`config.mk`:
```
export PLATFORM = sky130hd
export DESIGN_NAME = nios_system_nios2_gen2_0_oci_dct_packer
export DESIGN_NICKNAME = d
export VERILOG_FILES = /design/src/rtl/nios_system_nios2_gen2_0_oci_pkg.sv /design/src/rtl/nios_system_nios2_gen2_0_oci_pkt_reg.sv /design/src/rtl/nios_system_nios2_gen2_0_oci_dct_packer.sv
export SDC_FILE = /design/constraint.sdc
export NUM_CORES = 1
export LEC_CHECK = 0
export BUFFER_PORTS_ARGS = -buffer_cell sky130_fd_sc_hd__buf_2
export CELL_PAD_IN_SITES_DETAIL_PLACEMENT = 1
export CELL_PAD_IN_SITES_GLOBAL_PLACEMENT = 1
export CORE_ASPECT_RATIO = 1.1
export CORE_MARGIN = 1
export CORE_UTILIZATION = 34
export DETAILED_ROUTE_END_ITERATION = 8
export PLACE_DENSITY = 0.86
export SLEW_MARGIN = 15
export SYNTH_ARGS = -nofsm -noshare
export SYNTH_HDL_FRONTEND = slang
export SYNTH_SLANG_ARGS = --single-unit
```
`constraint.sdc`:
```
create_clock -name clk -period 3.4 [get_ports clk]
set_input_delay 1.02 -clock clk [delete_from_list [all_inputs] [get_ports clk]]
set_output_delay 1.02 -clock clk [all_outputs]
set_load 0.01 [all_outputs]
```
`src/rtl/nios_system_nios2_gen2_0_oci_pkg.sv`:
```
// Shared OCI trace definitions: DCT code values and packet geometry.
package nios_system_nios2_gen2_0_oci_pkg;

    localparam int DCT_SLOTS = 15;
    localparam int CODE_W    = 2;
    localparam int CNT_W     = 4;
    localparam int BUF_W     = DCT_SLOTS * CODE_W;
    localparam int DROP_W    = 8;

    localparam logic [CODE_W-1:0] DCT_TAKEN     = 2'b10;
    localparam logic [CODE_W-1:0] DCT_NOT_TAKEN = 2'b01;

    function automatic logic [CODE_W-1:0] dct_code(input logic taken);
        return taken ? DCT_TAKEN : DCT_NOT_TAKEN;
    endfunction

endpackage

```
`src/rtl/nios_system_nios2_gen2_0_oci_pkt_reg.sv`:
```
// Single-entry valid/ready packet holding register with drop accounting.
module nios_system_nios2_gen2_0_oci_pkt_reg
    import nios_system_nios2_gen2_0_oci_pkg::*;
(
    input  logic              clk,
    input  logic              reset,
    input  logic              i_emit,
    input  logic [BUF_W-1:0]  i_buffer,
    input  logic [CNT_W-1:0]  i_count,
    input  logic              i_ready,
    input  logic              i_ovf_clr,
    output logic              o_valid,
    output logic [BUF_W-1:0]  o_buffer,
    output logic [CNT_W-1:0]  o_count,
    output logic              o_overflow,
    output logic [DROP_W-1:0] o_drop_cnt
);

    logic              r_valid;
    logic [BUF_W-1:0]  r_buffer;
    logic [CNT_W-1:0]  r_count;
    logic              r_overflow;
    logic [DROP_W-1:0] r_drop_cnt;

    logic w_free;
    logic w_load;
    logic w_drop;

    assign w_free = !r_valid || i_ready;
    assign w_load = i_emit && w_free;
    assign w_drop = i_emit && !w_free;

    always_ff @(posedge clk) begin
        if (reset) begin
            r_valid  <= 1'b0;
            r_buffer <= '0;
            r_count  <= '0;
        end else if (w_load) begin
            r_valid  <= 1'b1;
            r_buffer <= i_buffer;
            r_count  <= i_count;
        end else if (r_valid && i_ready) begin
            r_valid <= 1'b0;
        end
    end

    // A drop coinciding with a clear restarts the count at one.
    always_ff @(posedge clk) begin
        if (reset) begin
            r_overflow <= 1'b0;
            r_drop_cnt <= '0;
        end else if (w_drop) begin
            r_overflow <= 1'b1;
            if (i_ovf_clr)
                r_drop_cnt <= DROP_W'(1);
            else if (r_drop_cnt != '1)
                r_drop_cnt <= r_drop_cnt + DROP_W'(1);
        end else if (i_ovf_clr) begin
            r_overflow <= 1'b0;
            r_drop_cnt <= '0;
        end
    end

    assign o_valid    = r_valid;
    assign o_buffer   = r_buffer;
    assign o_count    = r_count;
    assign o_overflow = r_overflow;
    assign o_drop_cnt = r_drop_cnt;

endmodule

```
`src/rtl/nios_system_nios2_gen2_0_oci_dct_packer.sv`:
```
// DCT trace packer: collects branch codes and emits packets on full/flush/trace-off.
module nios_system_nios2_gen2_0_oci_dct_packer
    import nios_system_nios2_gen2_0_oci_pkg::*;
(
    input  logic              clk,
    input  logic              reset,
    input  logic              trc_on,
    input  logic              dct_valid,
    input  logic              dct_taken,
    input  logic              flush_req,
    input  logic              ovf_clr,
    output logic [BUF_W-1:0]  dct_buffer,
    output logic [CNT_W-1:0]  dct_count,
    output logic              pkt_valid,
    input  logic              pkt_ready,
    output logic [BUF_W-1:0]  pkt_buffer,
    output logic [CNT_W-1:0]  pkt_count,
    output logic              overflow,
    output logic [DROP_W-1:0] drop_cnt
);

    logic [BUF_W-1:0] r_buffer;
    logic [CNT_W-1:0] r_count;
    logic             r_trc_d;

    logic             w_accept;
    logic [BUF_W-1:0] w_buf_next;
    logic [CNT_W-1:0] w_cnt_next;
    logic             w_full;
    logic             w_flush;
    logic             w_trc_fall;
    logic             w_emit;

    assign w_accept   = trc_on && dct_valid;
    assign w_buf_next = w_accept
                      ? {r_buffer[BUF_W-CODE_W-1:0], dct_code(dct_taken)}
                      : r_buffer;
    assign w_cnt_next = r_count + CNT_W'(w_accept);

    // Count never wraps, so a nonzero post-accept count covers both flush cases.
    assign w_full     = w_accept && (w_cnt_next == CNT_W'(DCT_SLOTS));
    assign w_flush    = trc_on && flush_req && (w_cnt_next != '0);
    assign w_trc_fall = r_trc_d && !trc_on && (r_count != '0);
    assign w_emit     = w_full || w_flush || w_trc_fall;

    always_ff @(posedge clk) begin
        if (reset) begin
            r_buffer <= '0;
            r_count  <= '0;
            r_trc_d  <= 1'b0;
        end else begin
            r_trc_d <= trc_on;
            if (w_emit) begin
                r_buffer <= '0;
                r_count  <= '0;
            end else begin
                r_buffer <= w_buf_next;
                r_count  <= w_cnt_next;
            end
        end
    end

    assign dct_buffer = r_buffer;
    assign dct_count  = r_count;

    nios_system_nios2_gen2_0_oci_pkt_reg u_pkt_reg (
        .clk        (clk),
        .reset      (reset),
        .i_emit     (w_emit),
        .i_buffer   (w_buf_next),
        .i_count    (w_cnt_next),
        .i_ready    (pkt_ready),
        .i_ovf_clr  (ovf_clr),
        .o_valid    (pkt_valid),
        .o_buffer   (pkt_buffer),
        .o_count    (pkt_count),
        .o_overflow (overflow),
        .o_drop_cnt (drop_cnt)
    );

endmodule

```
==> key figures <==
Outcome
  – Status: completed

Worst setup path
  – WP data required: 3690 ps
  – Worst R2R Path Depth: 8
  – Worst path bufs/invs: 2
  – WS Path Type: primary input to flop
  – CP Cell Sequence: buf_2 > nand2_1 > inv_1 > ha_1 > ha_1 > nand4_1 > o21ai_1 > o21ai_2 > a21o_4 > or4_1 > a21oi_1
  – Critical Path Source Type: primary input
  – Max stage delay on crit path: 400 ps
  – Crit-path most repeated cell: ha_1
  – CP endpoint kind: flop
  – Critical path arrival: 3180 ps
  – Critical path depth: 11
  – CP delay by family, top: compound AO/OA/AOI/OAI gates
  – Critical path's slowest cell: or4_1
  – Crit path max fanout: 10

STA
  – Max Freq: 346 MHz
  – Hold Vio Cnt, Final: 0
  – Measured slew at the worst slew-check pin: 483 ps
  – Final TNS setup: 0 ps
  – Min Tclk post-route: 2890 ps
  – Max Slew Vio Count: 0
  – Slew HR: 0.678
  – Post-route worst setup slack: 513 ps
  – Fin Clk Skew: 5.77 ps
  – RSZ-0062 raised after global routing: false
  – Setup-failing EPs final: 0
  – Final period util: 0.849

Clocking
  – Worst-Skew Late Latency: 350 ps
  – Clock sink total: 79
  – Htree depth: 3
  – Postcts setup bufs: 0
  – # resized after CTS: 0
  – Num CTS Buffers: 9
  – Clk pin slew, worst setup/hold paths: 80 ps
  – CTS tree: built
  – Clock Tree Buf Depth: 2
  – Hold buffers post-CTS: 0
  – Root Buffer: clkbuf_8

Global route
  – Vias in the first global route: 2549
  – Largest net degree at the start of global routing: 48
  – Total track usage: 0.173
  – First-pass GRT wire length: 12400 µm
  – Number of antenna violations at the first check in global routing: 0
  – Gr ovfl total: 0

Place
  – Setup WS pre-CTS: 230 ps
  – Number of buffers added on ports: 85
  – Routability congestion estimate: 0.792
  – Hpwl dp: 5490 µm

Die
  – Die height: 99.7 µm
  – DIE AREA: 9050 µm²
  – Row Count: 35
  – Die width: 90.8 µm
  – Core Box Area: 8410 µm²
  – Initial core utilization: 0.351
  – # IOs: 86

Synth
  – Avg Inst Size Synth: 9.89 µm²
  – Syn. warnings: 0
  – Mapped cell area: 2950 µm²
  – Synth cell types: 35
  – Synth Instances: 298
  – Register bit total from synthesis: 79
  – Syn nets: 309
  – Sequential share of the synthesized area: 0.537

Drt
  – DR top layer: met4
  – Met1 wire length: 3230 µm
  – Routed Antenna Nets: 0
  – Final WL: 7470 µm
  – Vias: 2462
  – Drt wl/cell: 15.0 µm
  – Starting DRT DRC Count: 55
  – Post-route DRC: 0
  – Vias per inst: 4.93
  – Met3 WL post-DR: 394 µm
  – Metal2 WL: 3720 µm
  – Total iterations of the first detailed-routing run: 4

Layout
  – Nets@finish: 394
  – Fillers: 1005
  – Ratio of cells with drive above 1 in the final layout: 0.296
  – Ant. Diodes: 0
  – Layout Area Growth over Synthesis: 25.6%

Power and ir drop
  – Max VDD drop: 0.229 mV
  – Lkg Pwr: 1.58 nW
  – PwrDens: 511 nW/µm²

Hold path
  – Hold crit path type: flop to flop
  – Worst Hold Path Cells: 2

Job
  – Max_cap viols: 0
[registers in the layout, indices dropped and copies added, names as in the netlist]
name,count
u_pkt_reg.o_drop_cnt,8
r_trc_d,1
u_pkt_reg.o_overflow,1
dct_buffer,30
u_pkt_reg.o_count,4
u_pkt_reg.o_buffer,30
u_pkt_reg.o_valid,1
dct_count,4
[cells in the mapped netlist]
cell type,instances,area [µm²]
a211oi_1,32,240
clkbuf_1,8,30.0
o21ai_0,5,25.0
and2_1,1,6.26
or2_2,1,6.26
o21ai_2,1,8.76
mux2i_1,33,330
xnor2_2,1,16.3
o31a_1,1,8.76
inv_1,4,15.0
nand3_1,3,15.0
a21bo_2,1,10.0
nor2b_1,2,12.5
nor2_1,73,274
nand2_1,7,26.3
ha_1,3,37.5
nor4_1,2,12.5
and3_1,4,25.0
buf_2,2,10.0
nor3b_1,1,7.51
nand2b_1,1,6.26
xnor2_1,2,17.5
o21ai_1,1,5.00
nand4b_1,1,8.76
or4_1,1,7.51
nand4_1,3,18.8
buf_1,1,3.75
or3_1,3,18.8
o31ai_1,2,15.0
a21o_4,1,15.0
buf_4,3,22.5
buf_6,5,56.3
dfxtp_1,79,1580
a21oi_1,9,45.0
or3b_1,1,8.76
[cell type report]
type,count,area (µm²),share of cell area
sequential,79,1580,0.427
timing repair buffer,93,498,0.134
tap,111,139,0.0375
clock buffer,10,138,0.0372
inverter,4,15.0,0.00405
clock inverter,6,92.6,0.0250
multi-input combinational,196,1240,0.335
[path summary, 6_finish.rpt]
path / start / to / slack (ps)
setup / recovery: trc_on / u_pkt_reg.o_drop_cnt[5] / 510
hold / removal: u_pkt_reg.o_overflow / u_pkt_reg.o_overflow / 480
setup reg to reg: dct_count[0] / u_pkt_reg.o_drop_cnt[5] / 1080
hold reg to reg: u_pkt_reg.o_overflow / u_pkt_reg.o_overflow / 480
[metal layers]
metal,vias up,GRT usage
li1,1211,-
met1,1179,0.197
met2,60,0.304
met3,12,0.0543
met4,0,0.0684
met5,-,0
[worst min-delay path, stage by stage, from the launching register on]
cell and delay [ps]:
dfxtp_1 320, nand2b_1 70, a21oi_1 60
[metrics by stage]
| step | cell area (µm²) | cells | hold slack [ps] | utilization | power [mW] |
|---|---|---|---|---|---|
| floorplan | 2950 | 298 | 493 | - | 1.07 |
| global placement | 3470 | 483 | 457 | 0.413 | 1.12 |
| detailed placement | 3470 | 483 | 468 | 0.413 | 1.12 |
| CTS | 3700 | 499 | 480 | 0.440 | 1.91 |
| global route | 3700 | 499 | 503 | 0.440 | 1.96 |
| finish | 3700 | 499 | 481 | 0.440 | 1.89 |
[cell families (layout without fill, tap and decap cells)]
group | Yosys count | count (layout) | share of synthesized area
and+or+nand+nor | 104 | 104 | 0.154
DFF | 79 | 79 | 0.537
AOI/OAI and AO/OA | 53 | 53 | 0.126
muxes | 33 | 33 | 0.112
buffers and inverters | 23 | 113 | 0.0467
adders and majority gates | 3 | 3 | 0.0127
xor gates and xnor gates | 3 | 3 | 0.0115
[placed cells by master, fill, tap and decap left out, types with 4 or more instances in the layout]
| master | synthesis | layout |
|---|---|---|
| a21oi_1 | 9 | 8 |
| clkbuf_8 | 0 | 10 |
| a211oi_1 | 32 | 32 |
| mux2i_1 | 33 | 33 |
| nand2_1 | 7 | 7 |
| buf_2 | 2 | 85 |
| and3_1 | 4 | 4 |
| nor2_1 | 73 | 73 |
| inv_1 | 4 | 4 |
| o21ai_0 | 5 | 5 |
| dfxtp_1 | 79 | 79 |
| buf_4 | 3 | 7 |
[report_power, final]
part / internal, mW / switching, mW
registers: 0.946 / 0.0126
logic: 0.0541 / 0.0831
clock network: 0.437 / 0.361
Note: power is estimated with default switching activity, not from simulation.
